**src/rtl/pipe_ctrl_pkg.sv**
```systemverilog
// Shared definitions for the MIPS-32 pipeline hazard controller.
//   state_e      : sequencer state (normal flow or waiting on data memory)
//   M_*          : bit positions of the M control field held in EX/MEM
//   PCSEL_*      : encodings of the PC-source select
package pipe_ctrl_pkg;

    typedef enum logic [0:0] {
        StRun,
        StMemWait
    } state_e;

    localparam int unsigned M_BRANCH = 2;
    localparam int unsigned M_READ   = 1;
    localparam int unsigned M_WRITE  = 0;

    localparam logic [1:0] PCSEL_SEQ    = 2'b00;
    localparam logic [1:0] PCSEL_BRANCH = 2'b01;
    localparam logic [1:0] PCSEL_JUMP   = 2'b10;

endpackage

```
**src/rtl/pipe_hazard_ctrl_load_use.sv**
```systemverilog
// Combinational load-use hazard compare.
//   idex_memread_i : instruction in ID/EX is a load
//   idex_rt_i      : destination register of that load
//   ifid_rs_i/rt_i : source registers of the instruction in IF/ID
//   hazard_o       : IF/ID instruction needs the load result next cycle
module load_use_detect (
    input  logic       idex_memread_i,
    input  logic [4:0] idex_rt_i,
    input  logic [4:0] ifid_rs_i,
    input  logic [4:0] ifid_rt_i,
    output logic       hazard_o
);

    // $zero is never a real dependency.
    assign hazard_o = idex_memread_i && (idex_rt_i != 5'd0) &&
                      ((idex_rt_i == ifid_rs_i) || (idex_rt_i == ifid_rt_i));

endmodule

```
**src/rtl/pipe_hazard_ctrl.sv**
```systemverilog
// Pipeline sequencer for the 5-stage MIPS-32 core.
// Drives enables/flushes of PC, IF/ID, ID/EX, EX/MEM, MEM/WB and the PC-source select.
//   clk, rst_n          : clock, synchronous active-low reset
//   exmem_m/zero/jump   : control of the instruction in EX/MEM
//   idex_memread/rt     : load info of the instruction in ID/EX
//   ifid_rs/rt          : source registers of the instruction in IF/ID
//   dmem_ready/dmem_req : data-memory handshake
//   pc_write, pc_sel    : PC enable and source select
//   *_write, *_flush    : pipeline register enables and bubble inserts
//   mem_err             : sticky access-timeout flag
//   stall_cnt           : saturating count of cycles with pc_write=0
module pipe_hazard_ctrl
    import pipe_ctrl_pkg::*;
#(
    parameter int unsigned TIMEOUT = 16,
    parameter int unsigned CNT_W   = 16
) (
    input  logic             clk,
    input  logic             rst_n,
    input  logic [2:0]       exmem_m,
    input  logic             exmem_zero,
    input  logic             exmem_jump,
    input  logic             idex_memread,
    input  logic [4:0]       idex_rt,
    input  logic [4:0]       ifid_rs,
    input  logic [4:0]       ifid_rt,
    input  logic             dmem_ready,
    output logic             dmem_req,
    output logic             pc_write,
    output logic [1:0]       pc_sel,
    output logic             ifid_write,
    output logic             ifid_flush,
    output logic             idex_flush,
    output logic             exmem_write,
    output logic             exmem_flush,
    output logic             memwb_flush,
    output logic             mem_err,
    output logic [CNT_W-1:0] stall_cnt
);

    state_e             state_q, state_d;
    logic [15:0]        wait_q, wait_d;
    logic               mem_err_q, mem_err_d;
    logic [CNT_W-1:0]   stall_cnt_q, stall_cnt_d;

    logic mem_op;
    logic in_wait;
    logic timeout;
    logic mem_stall;
    logic take_branch;
    logic take_jump;
    logic hazard;

    load_use_detect u_load_use (
        .idex_memread_i (idex_memread),
        .idex_rt_i      (idex_rt),
        .ifid_rs_i      (ifid_rs),
        .ifid_rt_i      (ifid_rt),
        .hazard_o       (hazard)
    );

    assign mem_op      = exmem_m[M_READ] | exmem_m[M_WRITE];
    assign in_wait     = (state_q == StMemWait);
    assign timeout     = in_wait && !dmem_ready && (wait_q == 16'(TIMEOUT));
    // A zero-wait access (ready with the request) never stalls.
    assign mem_stall   = (!in_wait && mem_op && !dmem_ready) ||
                         (in_wait && !dmem_ready && !timeout);
    assign take_branch = exmem_m[M_BRANCH] & exmem_zero;
    assign take_jump   = exmem_jump;

    // Output decode: memory stall > redirect > load-use > normal flow.
    always_comb begin
        dmem_req    = mem_op;
        pc_write    = 1'b1;
        pc_sel      = PCSEL_SEQ;
        ifid_write  = 1'b1;
        ifid_flush  = 1'b0;
        idex_flush  = 1'b0;
        exmem_write = 1'b1;
        exmem_flush = 1'b0;
        memwb_flush = 1'b0;

        if (mem_stall) begin
            pc_write    = 1'b0;
            ifid_write  = 1'b0;
            exmem_write = 1'b0;
            memwb_flush = 1'b1;
        end else begin
            // Abandoned access still advances EX/MEM, but its result is dropped.
            if (timeout) begin
                memwb_flush = 1'b1;
            end
            if (take_branch || take_jump) begin
                pc_sel      = take_branch ? PCSEL_BRANCH : PCSEL_JUMP;
                ifid_flush  = 1'b1;
                idex_flush  = 1'b1;
                exmem_flush = 1'b1;
            end else if (hazard) begin
                pc_write    = 1'b0;
                ifid_write  = 1'b0;
                idex_flush  = 1'b1;
            end
        end

        if (!rst_n) begin
            dmem_req    = 1'b0;
            pc_write    = 1'b0;
            pc_sel      = PCSEL_SEQ;
            ifid_write  = 1'b0;
            ifid_flush  = 1'b1;
            idex_flush  = 1'b1;
            exmem_write = 1'b0;
            exmem_flush = 1'b1;
            memwb_flush = 1'b1;
        end
    end

    always_comb begin
        state_d     = state_q;
        wait_d      = wait_q;
        mem_err_d   = mem_err_q;
        stall_cnt_d = stall_cnt_q;

        case (state_q)
            StRun: begin
                if (mem_op && !dmem_ready) begin
                    state_d = StMemWait;
                    wait_d  = 16'd1;
                end
            end
            StMemWait: begin
                if (dmem_ready) begin
                    state_d = StRun;
                end else if (timeout) begin
                    state_d   = StRun;
                    mem_err_d = 1'b1;
                end else begin
                    wait_d = wait_q + 16'd1;
                end
            end
            default: state_d = StRun;
        endcase

        if (!pc_write && (stall_cnt_q != {CNT_W{1'b1}})) begin
            stall_cnt_d = stall_cnt_q + CNT_W'(1);
        end
    end

    always_ff @(posedge clk) begin
        if (!rst_n) begin
            state_q     <= StRun;
            wait_q      <= 16'd0;
            mem_err_q   <= 1'b0;
            stall_cnt_q <= '0;
        end else begin
            state_q     <= state_d;
            wait_q      <= wait_d;
            mem_err_q   <= mem_err_d;
            stall_cnt_q <= stall_cnt_d;
        end
    end

    assign mem_err   = mem_err_q;
    assign stall_cnt = stall_cnt_q;

endmodule

```
**config.mk**
```make
export PLATFORM = sky130hd
export DESIGN_NAME = pipe_hazard_ctrl
export DESIGN_NICKNAME = d
export VERILOG_FILES = /design/src/rtl/pipe_ctrl_pkg.sv /design/src/rtl/pipe_hazard_ctrl_load_use.sv /design/src/rtl/pipe_hazard_ctrl.sv
export SDC_FILE = /design/constraint.sdc
export NUM_CORES = 1
export LEC_CHECK = 0
export BUFFER_PORTS_ARGS = -buffer_cell sky130_fd_sc_hd__buf_2
export CAP_MARGIN = 20
export CORE_ASPECT_RATIO = 1.4
export CORE_MARGIN = 1
export CORE_UTILIZATION = 45
export CTS_CLUSTER_DIAMETER = 80
export DETAILED_ROUTE_END_ITERATION = 10
export PLACE_DENSITY = 0.69
export SLEW_MARGIN = 20
export SYNTH_ARGS = -nofsm -noshare
export SYNTH_HDL_FRONTEND = slang
export SYNTH_SLANG_ARGS = --single-unit
```
**constraint.sdc**
```tcl
create_clock -name clk -period 2 [get_ports clk]
set_input_delay 0.2 -clock clk [delete_from_list [all_inputs] [get_ports clk]]
set_output_delay 0.2 -clock clk [all_outputs]
set_load 0.02 [all_outputs]
```
==> impl_metrics.csv <==
group,metric,value,unit
run_status,status,"finished with violations",
run_status,violations,"setup timing",
finish,fillers,354,
finish,fin_area,0.002604,sq mm
yosys,avgSynthCellArea,8.571,sq um
floorplan,die_area,0.004594,sq mm
floorplan,dieWidth,57.57,um
yosys,ys_warn_count,0,
worst_setup_path,path_class,"reg2out",
yosys,synthCells,227,
cts,cts_tree,"done",
timing,fin_ws,-0.07449,ns
job,maxCapViolCount,0,
worst_setup_path,worstPathMaxFanout,5,
floorplan,ios,51,
finish,post-route-util,64.77,%
global_routing,grt_overflow,0,
floorplan,std_cell_rows,27,
worst_setup_path,worstRegToRegCells,10,
yosys,synth_top_area_cell,"dfxtp_1",
timing,setup_viol,7,
timing,finalHoldViolCount,0,
routing,drt_iter0_markers,67,
timing,fin_crit_sh,103.7,%
timing,rsz0062_at_grt,"yes",
timing,skew,0.005702,ns
floorplan,die_h,79.80,um
yosys,postSynthNetCount,254,
finish,diodes,0,
global_routing,grt_pass1_vias,1742,
timing,max_freq,0.4820,GHz
min_path,hp-class,"in2reg",
yosys,synth_seq_cells,34,
placement,dpl_cell_area,0.002347,sq mm
floorplan,start_util,48.40,%
worst_setup_path,slowest_delay,0.32,ns
placement,dp_hpwl,3308,um
cts,htree_levels,2,
placement,finalWeightedCongestion,0.8220,
min_path,holdPathStages,4,
routing,via_per_inst,5.491,
worst_setup_path,start_kind,"register",
yosys,syn-cell-area,0.001946,sq mm
routing,firstDrtPassIters,4,
global_routing,grtUsageTotal,21.14,%
yosys,netlist_top_cells_area,"dfxtp_1, xnor2_1, nor2_1",
timing,final_max_slew_viol_count,0,
finish,fin_nets,328,
yosys,yosysSeqAreaShare,34.98,%
finish,syn_to_final_growth,33.83,%
worst_setup_path,setup.worst_path.end_class,"primary output",
floorplan,core,0.004020,sq mm
worst_setup_path,crit_required,1.80,ns
yosys,synth_top_cell_area_share,34.98,%
worst_setup_path,critPathSlowestCell,"dfxtp_2",
timing,worst_slew_pin_slew,0.4787,ns
worst_setup_path,cp_cell_sequence,"inv_2, ha_4, nor4b_4, a41oi_4, or2_4, a21oi_4, buf_6",
cts,cts.sinks,34,
routing,wl_per_cell,13.56,um
global_routing,grt_max_degree,24,
global_routing,grt_pass1_wl,7562,um
timing,fin_setup_tns,-0.3333,ns
power_and_ir_drop,ir_drop,0.0004737,V
cts,clk_pin_slew,0.07,ns
routing,routed_wirelength,4664,um
cts,clock_latency,0.29,ns
power_and_ir_drop,power.density,559.1,mW/mm^2
cts,cts_max_path_buffers,2,
timing,finalCriticalPeriod,2.074,ns
routing,drtAntennaViolNets,0,
worst_setup_path,critical_path_arrival,1.87,ns
placement,io_buffers,50,
routing,post-route-drc-count,0,
finish,layout-drive-gt1-share,37.87,%
power_and_ir_drop,power_leakage,1.001,nW
yosys,ys_types,48,
global_routing,antenna_found_initial,0,
routing,routed-via-count,1889,
cts,cts_buffers,5,
cts,cts_root_buf,"clkbuf_8",
placement,dp_slack,0.01198,ns
timing,relSlewSlack,67.91,%
==> metrics by stage <==
step | instances | power (mW) | hold WS (ns)
final | 344 | 1.456 | 0.3560
after global routing | 344 | 1.531 | 0.3648
after CTS | 339 | 1.445 | 0.3449
after detailed placement | 330 | 0.9432 | 0.4659
after global placement | 330 | 0.9386 | 0.4558
after floorplan | 227 | 0.8651 | 0.4279
==> layer usage <==
layer  vias up  GRT usage, %  part of all wire, %
li1        949             -                    -
met1       901         22.66                   42
met2        31         38.72                   54
met3         8         5.348                  3.1
met4         0         8.293                  1.7
met5         -             0                    0
==> critical path: cells and delay by family (launching register included) <==
| kind | cells | cell delay [ns] |
|---|---|---|
| adder cells (fa/ha/maj) | 1 | 0.12 |
| flip-flops | 1 | 0.32 |
| AO/OA/AOI/OAI | 2 | 0.36 |
| AND/OR/NAND/NOR | 2 | 0.57 |
| buffers and inverters | 2 | 0.21 |
==> cells by family (layout without fill, tap and decap cells) <==
family	count (synthesis)	after routing	synth area share, %
DFF	34	34	34.98
muxes	4	4	2.058
AOI/OAI and AO/OA	34	34	12.61
xor gates and xnor gates	25	25	11.25
and+or+nand+nor	110	110	32.22
buffers and inverters	17	91	4.951
adders and majority gates	3	3	1.929
==> synth_stat cells, drive strengths merged <==
master and number:
nor3 6, o21ai 8, or3 7, or2 2, nor4b 1, a41oi 1, o211ai 1, a21boi 1
dfxtp 34, or4b 1, o21bai 1, xnor2 20, nor2 30, mux2i 4, nand3 8, nand2 21
nand4 8, nor4 8, buf 6, inv 7, ha 3, a21oi 13, clkinv 1, o2111ai 1
nor2b 1, and3 2, nand2b 6, a211oi 1, and2b 1, xor2 5, clkbuf 3, nor3b 1
o31ai 6, o22ai 1, or4 6, and4 1
==> sequential cells by signal, indices dropped and copies added, names as in the netlist <==
register   flops
in_wait        1
stall_cnt     16
mem_err        1
wait_q        16
==> cell usage in the layout, fill, tap and decap left out, types with 2 or more instances in the layout <==
cell | netlist | final
buf_2 | 1 | 42
nor4_4 | 2 | 2
clkinv_2 | 0 | 2
a21oi_1 | 12 | 12
buf_6 | 1 | 8
dfxtp_2 | 0 | 4
o21ai_1 | 5 | 6
nand2b_1 | 6 | 6
buf_4 | 2 | 25
inv_1 | 7 | 4
or3_1 | 7 | 7
o31ai_1 | 5 | 5
clkbuf_8 | 0 | 5
nor2_1 | 30 | 29
nand3_1 | 7 | 7
inv_2 | 0 | 3
or4_1 | 6 | 6
nor3_1 | 6 | 5
mux2i_1 | 4 | 4
nand4_1 | 8 | 8
xor2_1 | 5 | 5
nand2_1 | 21 | 20
ha_1 | 3 | 2
nor4_2 | 1 | 5
xnor2_1 | 20 | 20
dfxtp_1 | 34 | 30
==> report_power, final <==
group / switching (mW) / leakage, nW / total, mW / internal [mW]
registers: 0.0129 / 0.276 / 0.703 / 0.690
clock network: 0.246 / 0.0438 / 0.479 / 0.233
logic: 0.144 / 0.681 / 0.273 / 0.129
total: 0.403 / 1.00 / 1.46 / 1.05
==> final cells by class <==
class / count / area [sq um] / share of cell area (%)
clock buffer: 5 / 68.82 / 2.643
clock inverter: 2 / 10.01 / 0.3844
inverter: 8 / 30.03 / 1.153
multi-input combinational: 176 / 1247 / 47.91
sequential: 34 / 685.7 / 26.33
tap: 43 / 53.80 / 2.066
timing repair buffer: 76 / 508.0 / 19.51
==> timing repair <==
| item | 4_1_cts | 5_1_grt |
|---|---|---|
| pin swaps | 3 | 9 |
| hold buffers | 0 | 0 |
| setup buffers | 2 | 5 |
| resized for setup | 13 | 22 |
| setup endpoints to repair | 7 | 31 |
==> path summary, 6_finish.rpt <==
path | endpoint | slack (ns) | start
setup reg to reg | stall_cnt[9]$_SDFFE_PN0P_ | -0.04 | wait_q[0]$_SDFFE_PN0P_
setup / recovery | pc_write | -0.07 | wait_q[1]$_SDFFE_PN0P_
hold / removal | stall_cnt[13]$_SDFFE_PN0P_ | 0.36 | rst_n
hold reg to reg | mem_err$_SDFFE_PN0P_ | 0.47 | mem_err$_SDFFE_PN0P_
No activity file was read; power rests on OpenSTA's default activity.
